===== src/rtl/any1_rob_pkg.sv =====
// Shared reorder-buffer types for the ANY-1 pipeline: fault causes, entry status
// record and the commit-readiness helper used by the lane selector.
package any1_rob_pkg;

    localparam logic [7:0] FLT_NONE = 8'h00;

    // Width-independent slice of a reorder entry; the full record carries a
    // WID-wide result and is declared where WID is known.
    typedef struct packed {
        logic       v;
        logic       cmt;
        logic [7:0] cause;
    } sEntryStat;

    function automatic logic cmt_ok(sEntryStat s);
        return s.v && s.cmt && (s.cause == FLT_NONE);
    endfunction

endpackage


===== src/rtl/any1_rob_if.sv =====
// Pipeline <-> reorder buffer bundle: allocate, writeback, flush, commit and exception.
interface any1_rob_if #(
    parameter int DEPTH = 16,
    parameter int WID   = 64,
    parameter int NCMT  = 2
);
    localparam int RIDW = $clog2(DEPTH);

    logic                      alloc_i;
    logic [5:0]                alloc_Rt_i;
    logic                      alloc_rdy_o;
    logic [RIDW-1:0]           alloc_rid_o;
    logic                      wb_v_i;
    logic [RIDW-1:0]           wb_rid_i;
    logic [WID-1:0]            wb_res_i;
    logic [7:0]                wb_cause_i;
    logic                      flush_i;
    logic [RIDW-1:0]           flush_rid_i;
    logic [NCMT-1:0]           cmt_v_o;
    logic [NCMT-1:0][5:0]      cmt_Rt_o;
    logic [NCMT-1:0][WID-1:0]  cmt_res_o;
    logic                      exc_o;
    logic [7:0]                exc_cause_o;
    logic [RIDW-1:0]           exc_rid_o;
    logic                      empty_o;
    logic                      full_o;

    modport master (
        output alloc_i, alloc_Rt_i, wb_v_i, wb_rid_i, wb_res_i, wb_cause_i, flush_i, flush_rid_i,
        input  alloc_rdy_o, alloc_rid_o, cmt_v_o, cmt_Rt_o, cmt_res_o,
               exc_o, exc_cause_o, exc_rid_o, empty_o, full_o
    );

    modport slave (
        input  alloc_i, alloc_Rt_i, wb_v_i, wb_rid_i, wb_res_i, wb_cause_i, flush_i, flush_rid_i,
        output alloc_rdy_o, alloc_rid_o, cmt_v_o, cmt_Rt_o, cmt_res_o,
               exc_o, exc_cause_o, exc_rid_o, empty_o, full_o
    );

endinterface


===== src/rtl/any1_rob_cmtsel.sv =====
// Commit lane selector: in-order ready mask over head..head+NCMT-1 and head-fault detect.
module any1_rob_cmtsel import any1_rob_pkg::*; #(
    parameter int NCMT = 2
) (
    input  sEntryStat [NCMT-1:0] stat,
    output logic      [NCMT-1:0] sel,
    output logic                 exc
);

    // A lane commits only if every older lane commits too, so a fault in a
    // later lane simply stalls until it becomes the head.
    always_comb begin
        sel    = '0;
        sel[0] = cmt_ok(stat[0]);
        for (int k = 1; k < NCMT; k++)
            sel[k] = sel[k-1] && cmt_ok(stat[k]);
        exc = stat[0].v && stat[0].cmt && (stat[0].cause != FLT_NONE);
    end

endmodule


===== src/rtl/any1_rob.sv =====
// ANY-1 reorder buffer: rid allocation, out-of-order writeback, in-order
// multi-lane retire, precise head exception and partial mispredict flush.
module any1_rob import any1_rob_pkg::*; #(
    parameter int DEPTH = 16,
    parameter int WID   = 64,
    parameter int NCMT  = 2
) (
    input  logic      clk_i,
    input  logic      rst_ni,
    any1_rob_if.slave rob
);
    localparam int RIDW = $clog2(DEPTH);

    typedef struct packed {
        logic           v;
        logic           cmt;
        logic [5:0]     Rt;
        logic [WID-1:0] res;
        logic [7:0]     cause;
    } sReorderEntry;

    typedef struct packed {
        logic           v;
        logic [5:0]     Rt;
        logic [WID-1:0] res;
    } sRobCommit;

    sReorderEntry              ent [DEPTH];
    logic [RIDW-1:0]           head, tail, foff;
    logic [RIDW:0]             cnt, surv, ncmt;
    logic [RIDW-1:0]           lrid [NCMT];
    sEntryStat [NCMT-1:0]      lstat;
    sRobCommit [NCMT-1:0]      cnxt;
    logic [NCMT-1:0]           lsel, lmask;
    logic                      exc_det, acc;

    always_comb begin
        for (int k = 0; k < NCMT; k++) begin
            lrid[k]  = head + RIDW'(k);
            lstat[k] = '{v: ent[lrid[k]].v, cmt: ent[lrid[k]].cmt, cause: ent[lrid[k]].cause};
        end
    end

    any1_rob_cmtsel #(.NCMT(NCMT)) u_cmtsel (
        .stat (lstat),
        .sel  (lsel),
        .exc  (exc_det)
    );

    // Entries surviving a flush are head..flush_rid inclusive; lanes past the
    // mispredicted branch must not retire in the flush cycle.
    always_comb begin
        foff = rob.flush_rid_i - head;
        surv = {1'b0, foff} + (RIDW+1)'(1);
        ncmt = '0;
        for (int k = 0; k < NCMT; k++) begin
            lmask[k] = lsel[k] && (!rob.flush_i || ((RIDW+1)'(k) < surv));
            ncmt     = ncmt + (RIDW+1)'(lmask[k]);
            cnxt[k]  = '{v:   lmask[k],
                         Rt:  lmask[k] ? ent[lrid[k]].Rt  : 6'd0,
                         res: lmask[k] ? ent[lrid[k]].res : {WID{1'b0}}};
        end
    end

    assign acc             = rob.alloc_i && rob.alloc_rdy_o && !rob.flush_i && !exc_det;
    assign rob.alloc_rdy_o = (cnt != (RIDW+1)'(DEPTH));
    assign rob.full_o      = (cnt == (RIDW+1)'(DEPTH));
    assign rob.empty_o     = (cnt == '0);
    assign rob.alloc_rid_o = tail;

    always_ff @(posedge clk_i) begin
        if (!rst_ni) begin
            for (int i = 0; i < DEPTH; i++) ent[i] <= '0;
            head            <= '0;
            tail            <= '0;
            cnt             <= '0;
            rob.cmt_v_o     <= '0;
            rob.cmt_Rt_o    <= '0;
            rob.cmt_res_o   <= '0;
            rob.exc_o       <= 1'b0;
            rob.exc_cause_o <= '0;
            rob.exc_rid_o   <= '0;
        end else begin
            for (int k = 0; k < NCMT; k++) begin
                rob.cmt_v_o[k]   <= cnxt[k].v;
                rob.cmt_Rt_o[k]  <= cnxt[k].Rt;
                rob.cmt_res_o[k] <= cnxt[k].res;
            end
            rob.exc_o <= exc_det;
            if (exc_det) begin
                rob.exc_cause_o <= ent[head].cause;
                rob.exc_rid_o   <= head;
                for (int i = 0; i < DEPTH; i++) ent[i].v <= 1'b0;
                head <= head + RIDW'(1);
                tail <= head + RIDW'(1);
                cnt  <= '0;
            end else begin
                if (rob.wb_v_i && ent[rob.wb_rid_i].v) begin
                    ent[rob.wb_rid_i].cmt   <= 1'b1;
                    ent[rob.wb_rid_i].res   <= rob.wb_res_i;
                    ent[rob.wb_rid_i].cause <= rob.wb_cause_i;
                end
                for (int k = 0; k < NCMT; k++)
                    if (lmask[k]) ent[lrid[k]].v <= 1'b0;
                head <= head + ncmt[RIDW-1:0];
                if (rob.flush_i) begin
                    for (int i = 0; i < DEPTH; i++)
                        if (RIDW'(RIDW'(i) - head) > foff) ent[i].v <= 1'b0;
                    tail <= rob.flush_rid_i + RIDW'(1);
                    cnt  <= surv - ncmt;
                end else begin
                    if (acc) begin
                        ent[tail] <= '{v: 1'b1, cmt: 1'b0, Rt: rob.alloc_Rt_i,
                                       res: {WID{1'b0}}, cause: FLT_NONE};
                        tail <= tail + RIDW'(1);
                    end
                    cnt <= cnt + (RIDW+1)'(acc) - ncmt;
                end
            end
        end
    end

endmodule


===== src/flat_wrapper.sv =====
// flat-port wrapper written by rule: the top's interface ports become plain ports
module any1_rob_flat import any1_rob_pkg::*;
#(
    parameter int DEPTH = 16,
    parameter int WID   = 64,
    parameter int NCMT  = 2
)
  (clk_i, rst_ni, rob_alloc_i, rob_alloc_Rt_i, rob_wb_v_i, rob_wb_rid_i, rob_wb_res_i, rob_wb_cause_i, rob_flush_i, rob_flush_rid_i, rob_alloc_rdy_o, rob_alloc_rid_o, rob_cmt_v_o, rob_cmt_Rt_o, rob_cmt_res_o, rob_exc_o, rob_exc_cause_o, rob_exc_rid_o, rob_empty_o, rob_full_o);
  any1_rob_if #(.DEPTH(DEPTH), .WID(WID), .NCMT(NCMT)) rob_i ();
  input  logic clk_i;
  input  logic rst_ni;
  input wire logic [$bits(rob_i.alloc_i)-1:0] rob_alloc_i;
  input wire logic [$bits(rob_i.alloc_Rt_i)-1:0] rob_alloc_Rt_i;
  input wire logic [$bits(rob_i.wb_v_i)-1:0] rob_wb_v_i;
  input wire logic [$bits(rob_i.wb_rid_i)-1:0] rob_wb_rid_i;
  input wire logic [$bits(rob_i.wb_res_i)-1:0] rob_wb_res_i;
  input wire logic [$bits(rob_i.wb_cause_i)-1:0] rob_wb_cause_i;
  input wire logic [$bits(rob_i.flush_i)-1:0] rob_flush_i;
  input wire logic [$bits(rob_i.flush_rid_i)-1:0] rob_flush_rid_i;
  output wire logic [$bits(rob_i.alloc_rdy_o)-1:0] rob_alloc_rdy_o;
  output wire logic [$bits(rob_i.alloc_rid_o)-1:0] rob_alloc_rid_o;
  output wire logic [$bits(rob_i.cmt_v_o)-1:0] rob_cmt_v_o;
  output wire logic [$bits(rob_i.cmt_Rt_o)-1:0] rob_cmt_Rt_o;
  output wire logic [$bits(rob_i.cmt_res_o)-1:0] rob_cmt_res_o;
  output wire logic [$bits(rob_i.exc_o)-1:0] rob_exc_o;
  output wire logic [$bits(rob_i.exc_cause_o)-1:0] rob_exc_cause_o;
  output wire logic [$bits(rob_i.exc_rid_o)-1:0] rob_exc_rid_o;
  output wire logic [$bits(rob_i.empty_o)-1:0] rob_empty_o;
  output wire logic [$bits(rob_i.full_o)-1:0] rob_full_o;
  assign rob_i.alloc_i = rob_alloc_i;
  assign rob_i.alloc_Rt_i = rob_alloc_Rt_i;
  assign rob_i.wb_v_i = rob_wb_v_i;
  assign rob_i.wb_rid_i = rob_wb_rid_i;
  assign rob_i.wb_res_i = rob_wb_res_i;
  assign rob_i.wb_cause_i = rob_wb_cause_i;
  assign rob_i.flush_i = rob_flush_i;
  assign rob_i.flush_rid_i = rob_flush_rid_i;
  assign rob_alloc_rdy_o = rob_i.alloc_rdy_o;
  assign rob_alloc_rid_o = rob_i.alloc_rid_o;
  assign rob_cmt_v_o = rob_i.cmt_v_o;
  assign rob_cmt_Rt_o = rob_i.cmt_Rt_o;
  assign rob_cmt_res_o = rob_i.cmt_res_o;
  assign rob_exc_o = rob_i.exc_o;
  assign rob_exc_cause_o = rob_i.exc_cause_o;
  assign rob_exc_rid_o = rob_i.exc_rid_o;
  assign rob_empty_o = rob_i.empty_o;
  assign rob_full_o = rob_i.full_o;
  any1_rob #(.DEPTH(DEPTH), .WID(WID), .NCMT(NCMT)) u_core (.clk_i(clk_i), .rst_ni(rst_ni), .rob(rob_i));
endmodule

===== config.mk =====
export PLATFORM = sky130hd
export DESIGN_NAME = any1_rob_flat
export DESIGN_NICKNAME = d
export VERILOG_FILES = /design/src/rtl/any1_rob_pkg.sv /design/src/rtl/any1_rob_if.sv /design/src/rtl/any1_rob_cmtsel.sv /design/src/rtl/any1_rob.sv /design/src/flat_wrapper.sv
export SDC_FILE = /design/constraint.sdc
export NUM_CORES = 2
export LEC_CHECK = 0
export BUFFER_PORTS_ARGS = -buffer_cell sky130_fd_sc_hd__buf_2
export CORE_MARGIN = 2
export CORE_UTILIZATION = 40
export DETAILED_ROUTE_END_ITERATION = 10
export GPL_TIMING_DRIVEN = 1
export PLACE_DENSITY = 0.68
export SETUP_SLACK_MARGIN = 0.1
export SLEW_MARGIN = 15
export SYNTH_ARGS = -nofsm -noshare
export SYNTH_HDL_FRONTEND = slang
export SYNTH_SLANG_ARGS = --single-unit

===== constraint.sdc =====
create_clock -name clk_i -period 5.4 [get_ports clk_i]
set_input_delay 0.54 -clock clk_i [delete_from_list [all_inputs] [get_ports clk_i]]
set_output_delay 0.54 -clock clk_i [all_outputs]
set_load 0.02 [all_outputs]

## After elaboration in Yosys (flattened, before gate mapping)

Memory sizes are Yosys's and may differ from the RTL's. A register that Yosys moved wholly into a read port is not among the register bits.
Cells that the tools add are included.

| storage, ports and cells | value |
|---|---|
| register bits | 168 |
| bits in writable memories | 1280 |
| input bits | 91 |
| output and inout bits | 162 |
| logic and storage cells | 279 |
| memories kept | 1 |

Memory list:

| name | depth | bits a word | rd ports | clocked after memory_dff | write ports | RTL line | source |
|---|---|---|---|---|---|---|---|
| u_core.ent | 16 | 80 | 3 | 1 | 19 | any1_rob.sv:28 | `sReorderEntry ent [DEPTH];` |

| operators by class | value |
|---|---|
| $add $sub $neg | 26 |
| $lt $le $gt $ge | 18 |
| equal/unequal tests | 5 |
| multiplexer cells | 142 |
| bitwise logic cells | 51 |
| reduce and logical (&&, ||, !) cells | 25 |

Operators by type and width:

| kind | number |
|---|---|
| 2-to-1 mux 1 bit | 133 |
| 2-to-1 mux 80 bit | 1 |
| OR reduction 80 bit | 1 |
| > comparator 4 bit | 16 |
| bitwise OR 1 bit | 32 |
| subtractor 4 bit (first input constant) | 8 |
| 2-to-1 mux 4 bit | 6 |
| logical NOT 8 bit | 2 |
| subtractor 3 x 4 -> 4 bit (first input constant) | 4 |
| adder 4 x 1 -> 4 bit (second input constant) | 3 |
| equality test 4 bit | 3 |
| logical AND 1 bit | 12 |
| less-than comparator 1 x 5 -> 1 bit (first input constant) | 2 |
| subtractor 5 bit | 2 |
| bitwise AND 1 bit | 9 |
| nonzero test 8 bit | 1 |
| subtractor 1 x 4 -> 4 bit (first input constant) | 2 |
| subtractor 2 x 4 -> 4 bit (first input constant) | 2 |
| inverter 1 bit | 7 |
| adder 4 x 1 -> 5 bit (second input constant) | 1 |
| adder 5 x 1 -> 5 bit | 1 |
| equality test 5 bit (second input constant) | 1 |
| logical NOT 5 bit | 1 |
| 2-to-1 mux 5 bit | 1 |
| other kinds (11) | 16 |

## Logic depth before layout (Yosys ltp)

| depth | value |
|---|---|
| word-level depth | 12 |
| mapped depth | 28 |
| mapped depth without buffers | 24 |

## Cells and area by module

A second synthesis with hierarchy kept.

| second synthesis, totals | value |
|---|---|
| cell total of the unflattened synthesis | 7326 |
| area, all modules | 72321.9 µm² |

Modules (own cells, without submodules):

| module | times used | cells an instance | area an instance (µm²) | seq. area each (µm²) |
|---|---|---|---|---|
| any1_rob | 1 | 7316 | 72226.8 | 29948.7 |
| any1_rob_cmtsel | 1 | 10 | 95.1 | 0.0 |

## Least setup slack after synthesis

No wires, ideal clock.

| timing path | value |
|---|---|
| kind | flip-flop to flip-flop |
| start point | reg u_core.head[2] |
| end point | reg u_core.cnt[4] |
| setup time | 0.065 ns |
| arrival | 5.362 ns |
| data required time | 5.335 ns |
| slack | -0.027 ns |
| cell stages (with the launch flop) | 29 |
| path buffers | 6 |
| period minus slack after synthesis | 5.427 ns |
| cell sequence | dfxtp_1 -> buf_2 -> buf_2 -> buf_4 -> inv_1 -> clkbuf_1 -> buf_1 -> ha_1 -> xor2_1 -> nand3b_1 -> o21ai_0 -> and4b_1 -> nand2_1 -> nand2_1 -> clkbuf_1 -> inv_1 -> ha_1 -> ha_1 -> inv_1 -> ha_1 -> inv_1 -> fa_1 -> inv_1 -> a21oi_1 -> nor2_1 -> or3_1 -> a21oi_1 -> a21oi_1 -> nor2_1 |

RTL lines:

| item | RTL line | source |
|---|---|---|
| start: declaration | any1_rob.sv:29 | `logic [RIDW-1:0] head, tail, foff;` |
| start signal: assignment | any1_rob.sv:94 | `head <= head + RIDW'(1);` |
| start signal: assignment | any1_rob.sv:105 | `head <= head + ncmt[RIDW-1:0];` |
| end signal: assignment | any1_rob.sv:110 | `cnt <= surv - ncmt;` |
| end signal: assignment | any1_rob.sv:117 | `cnt <= cnt + (RIDW+1)'(acc) - ncmt;` |
| end: declaration | any1_rob.sv:30 | `logic [RIDW:0] cnt, surv, ncmt;` |

==> results.yml <==
run_status:
  status: "finished, violations left"
  failed_checks: "DRC"
power:
  power.leakage_uw: 0.0269
  p_per_area_nw_per_um2: 280
  ir_worst_vdd_v: 0.000213
critical_path:
  crit_required_ps: 6160
  cp_max_fo: 24
  critPathBufInv: 4
  timing.critical_path.from: "u_core.head[0]"
  reg2reg_slack_ps: 410
  reg2reg_to: "u_core.cnt[4]"
  slowest_stage: "or4_1"
  worstPathArrival_ps: 5740
  max_stage_delay_ps: 620
  crit_cells: 20
  path_cells: "buf_12 > mux4_2 > a22oi_1 > nand2_1 > or4_1 > nor3b_1 > and3_1 > ha_1 > ha_1 > inv_1 > ha_1 > inv_1 > fa_1 > inv_1 > a21oi_1 > nor2_1 > or3_1 > a21oi_1 > a21oi_1 > nor2_1"
  critPathTopFamily: "simple AND/OR/NAND/NOR gates"
  worstRegToRegCells: 20
  endpoint: "u_core.cnt[4]"
  r2r_start: "u_core.head[0]"
  crit_type: "reg -> reg"
  cp-end-kind: "register"
  start_kind: "register"
cells_and_area:
  regArea_um2: 30000
  area_growth_pct: 12.1
  nets: 7356
  multiInputGateArea_um2: 38700
  drive_above_1_share_pct: 20.3
  fillers: 16338
worst_hold_path:
  min_path_type: "in -> reg"
  hp-start: "rob_wb_res_i[60]"
grt:
  grt_pass1_wl_mm: 415
  overflow: 0
  grt_pass1_vias: 61967
  grt_use_total_pct: 30.1
  antenna_found_initial: 58
  grt_max_degree: 241
clock_tree:
  htreeDepth: 4
  clock_latency_ps: 850
  cts_setup_buffers: 0
  cts_buffers: 150
  root_buffer: "clkbuf_16"
  cts_sinks: 1448
  clk_pin_slew_ps: 70
  cts_tree: "done"
  clock_tree.buffer_depth: 3
timing:
  finClkSkew_ps: 46.0
  worstMarginPinSlew_ps: 1250
  period_needed_ps: 4990
  hold_slack_ps: 101
  setup_violations: 0
  relSlewSlack_pct: 16.3
  finalHoldViolCount: 0
  grt_setup_unrepaired: "false"
  slew_violations: 0
  fmax_mhz: 201
  fin_crit_sh_pct: 92.3
  finalSetupTns_ps: 0
floorplan:
  core-area_um2: 179000
  rows: 155
  die_area_um2: 183000
  io_pins: 253
  die_h_um: 428
  start_util_pct: 40.3
  fp.dieW_um: 428
synth:
  synth_fp_nets: 7644
  synth.most_common_cell: "dfxtp_1"
  post_synth.cell_area_avg_um2: 9.62
  synth_common_cells: "1,352 x dfxtp_1, 1,280 x nand2_1, 1,192 x a21oi_1"
  yosysSeqAreaShare_pct: 41.6
  synth_warnings: 0
  ys_ff_latch: 1448
  yosysTopAreaCellShare_pct: 37.6
  async_flop_share_pct: 0
  synth_cell_types: 65
  synthFlopType: "dfxtp_1"
  synth.cell_area_um2: 72000
  synth_top_area_cell: "dfxtp_1"
  synthTopCellsByArea: "dfxtp_1 38%, mux4_2 23%, a21oi_1 8.3%"
  synth_edf_count: 96
  synth_cells: 7489
placement:
  finalWeightedCongestion: 0.917
  io_buffers: 252
  dpl.hpwl_mm: 159
drt:
  drtAntennaViolNets: 0
  drc: 4
  viasPerCell: 6.70
  dr_total_vias: 65072
  firstDrtPassIters: 11
  wl_mm: 288
  drt_iter0_drc: 11377
  wl_per_cell_um: 29.7
flow_run:
  drv_cap: 0
## cells by family after synthesis
family	after synthesis	share of synthesized area, %
AOI/OAI and AO/OA	1370	9.96
xor gates and xnor gates	26	0.316
adders and majority gates	64	1.16
buffers and inverters	923	5.19
DFF	1448	41.6
muxes	741	23.1
and+or+nand+nor	2917	18.7
## sequential cells by signal, indices dropped and copies added (netlist names), 4 cells and up
signal,count
u_core.rob.cmt_res_o,128
u_core.rob.alloc_rid_o,4
u_core.cnt,5
u_core.rob.cmt_Rt_o,12
u_core.head,4
u_core.rob.exc_cause_o,8
u_core.rob.exc_rid_o,4
u_core.ent,1280
## final cells by class
cell class	instances	share of cell area [%]
Inverter	44	0.217
Timing Repair Buffer	439	4.58
Clock inverter	58	0.896
Antenna cell	31	0.0961
Tap cell	2355	3.65
Clock buffer	213	5.54
Multi-Input combinational cell	5118	47.9
Sequential cell	1448	37.1
## where the power goes
| part | internal, µW | leakage, µW | switching (µW) | total [µW] |
|---|---|---|---|---|
| Combinational | 176 | 0.0124 | 551 | 727 |
| Sequential | 10800 | 0.0119 | 33.1 | 10900 |
| Clock | 6440 | 0.00257 | 4600 | 11000 |
| Total | 17500 | 0.0269 | 5180 | 22600 |
## worst min path at each step
stage | slack (ps) | depth (start not counted) | end
floorplan | 430 | 2 | u_core.ent[2][78]
global placement | 440 | 2 | u_core.ent[2][78]
detailed placement | 450 | 2 | u_core.ent[10][78]
CTS | 80 | 3 | u_core.ent[1][68]
global route | 110 | 3 | u_core.ent[1][22]
finish | 100 | 3 | u_core.ent[1][68]
## tightest hold or removal path, stage by stage
cell	delay [ps]
buf_2	200
nand2_1	90
a21oi_1	50
## stage by stage
| step | instance area (µm²) | std cells | setup slack [ps] | util [%] | power, µW |
|---|---|---|---|---|---|
| floorplan | 72000 | 7489 | 194 | - | 11600 |
| global placement | 75400 | 9403 | 308 | 42.2 | 11800 |
| global route | 80700 | 9698 | 147 | 45.2 | 23100 |
| finish | 80700 | 9706 | 414 | 45.2 | 22600 |
| CTS | 80600 | 9674 | 323 | 45.1 | 22600 |
| detailed placement | 75400 | 9403 | 354 | 42.2 | 11800 |
## placed cells by master (no fill, tap or decap), drive strengths merged, types with 6 or more instances in the layout
cell type / count
a21boi: 13
a21oi: 1192
a22oi: 18
a311o: 6
a31oi: 29
and2: 166
and3: 21
buf: 439
bufinv: 14
clkbuf: 213
clkinv: 34
dfxtp: 1352
diode: 31
edfxtp: 96
ha: 59
inv: 49
mux4: 734
nand2: 1280
nand2b: 12
nand3: 1153
nand4: 12
nor2: 85
nor2b: 80
nor3: 43
nor4: 21
o211ai: 10
o21a: 7
o21ai: 51
o22ai: 11
or3: 10
or4: 18
xnor2: 20
xor2: 6
## metal layers
layer / wire length, µm / vias to the layer above / global-route usage (%) / part of all wire (%)
li1: - / 26511 / - / -
met1: 97800 / 31448 / 37.3 / 34
met2: 127000 / 5692 / 45.2 / 44
met3: 41100 / 1381 / 8.67 / 14
met4: 21700 / 40 / 21.0 / 7.5
met5: 246 / - / 0.182 / 0.085
## repair_timing
action,in CTS,in global routing
hold buffers,0,0
setup endpoints to repair,0,1
gates resized for setup,0,1
No activity file was read; power rests on OpenSTA's default activity.
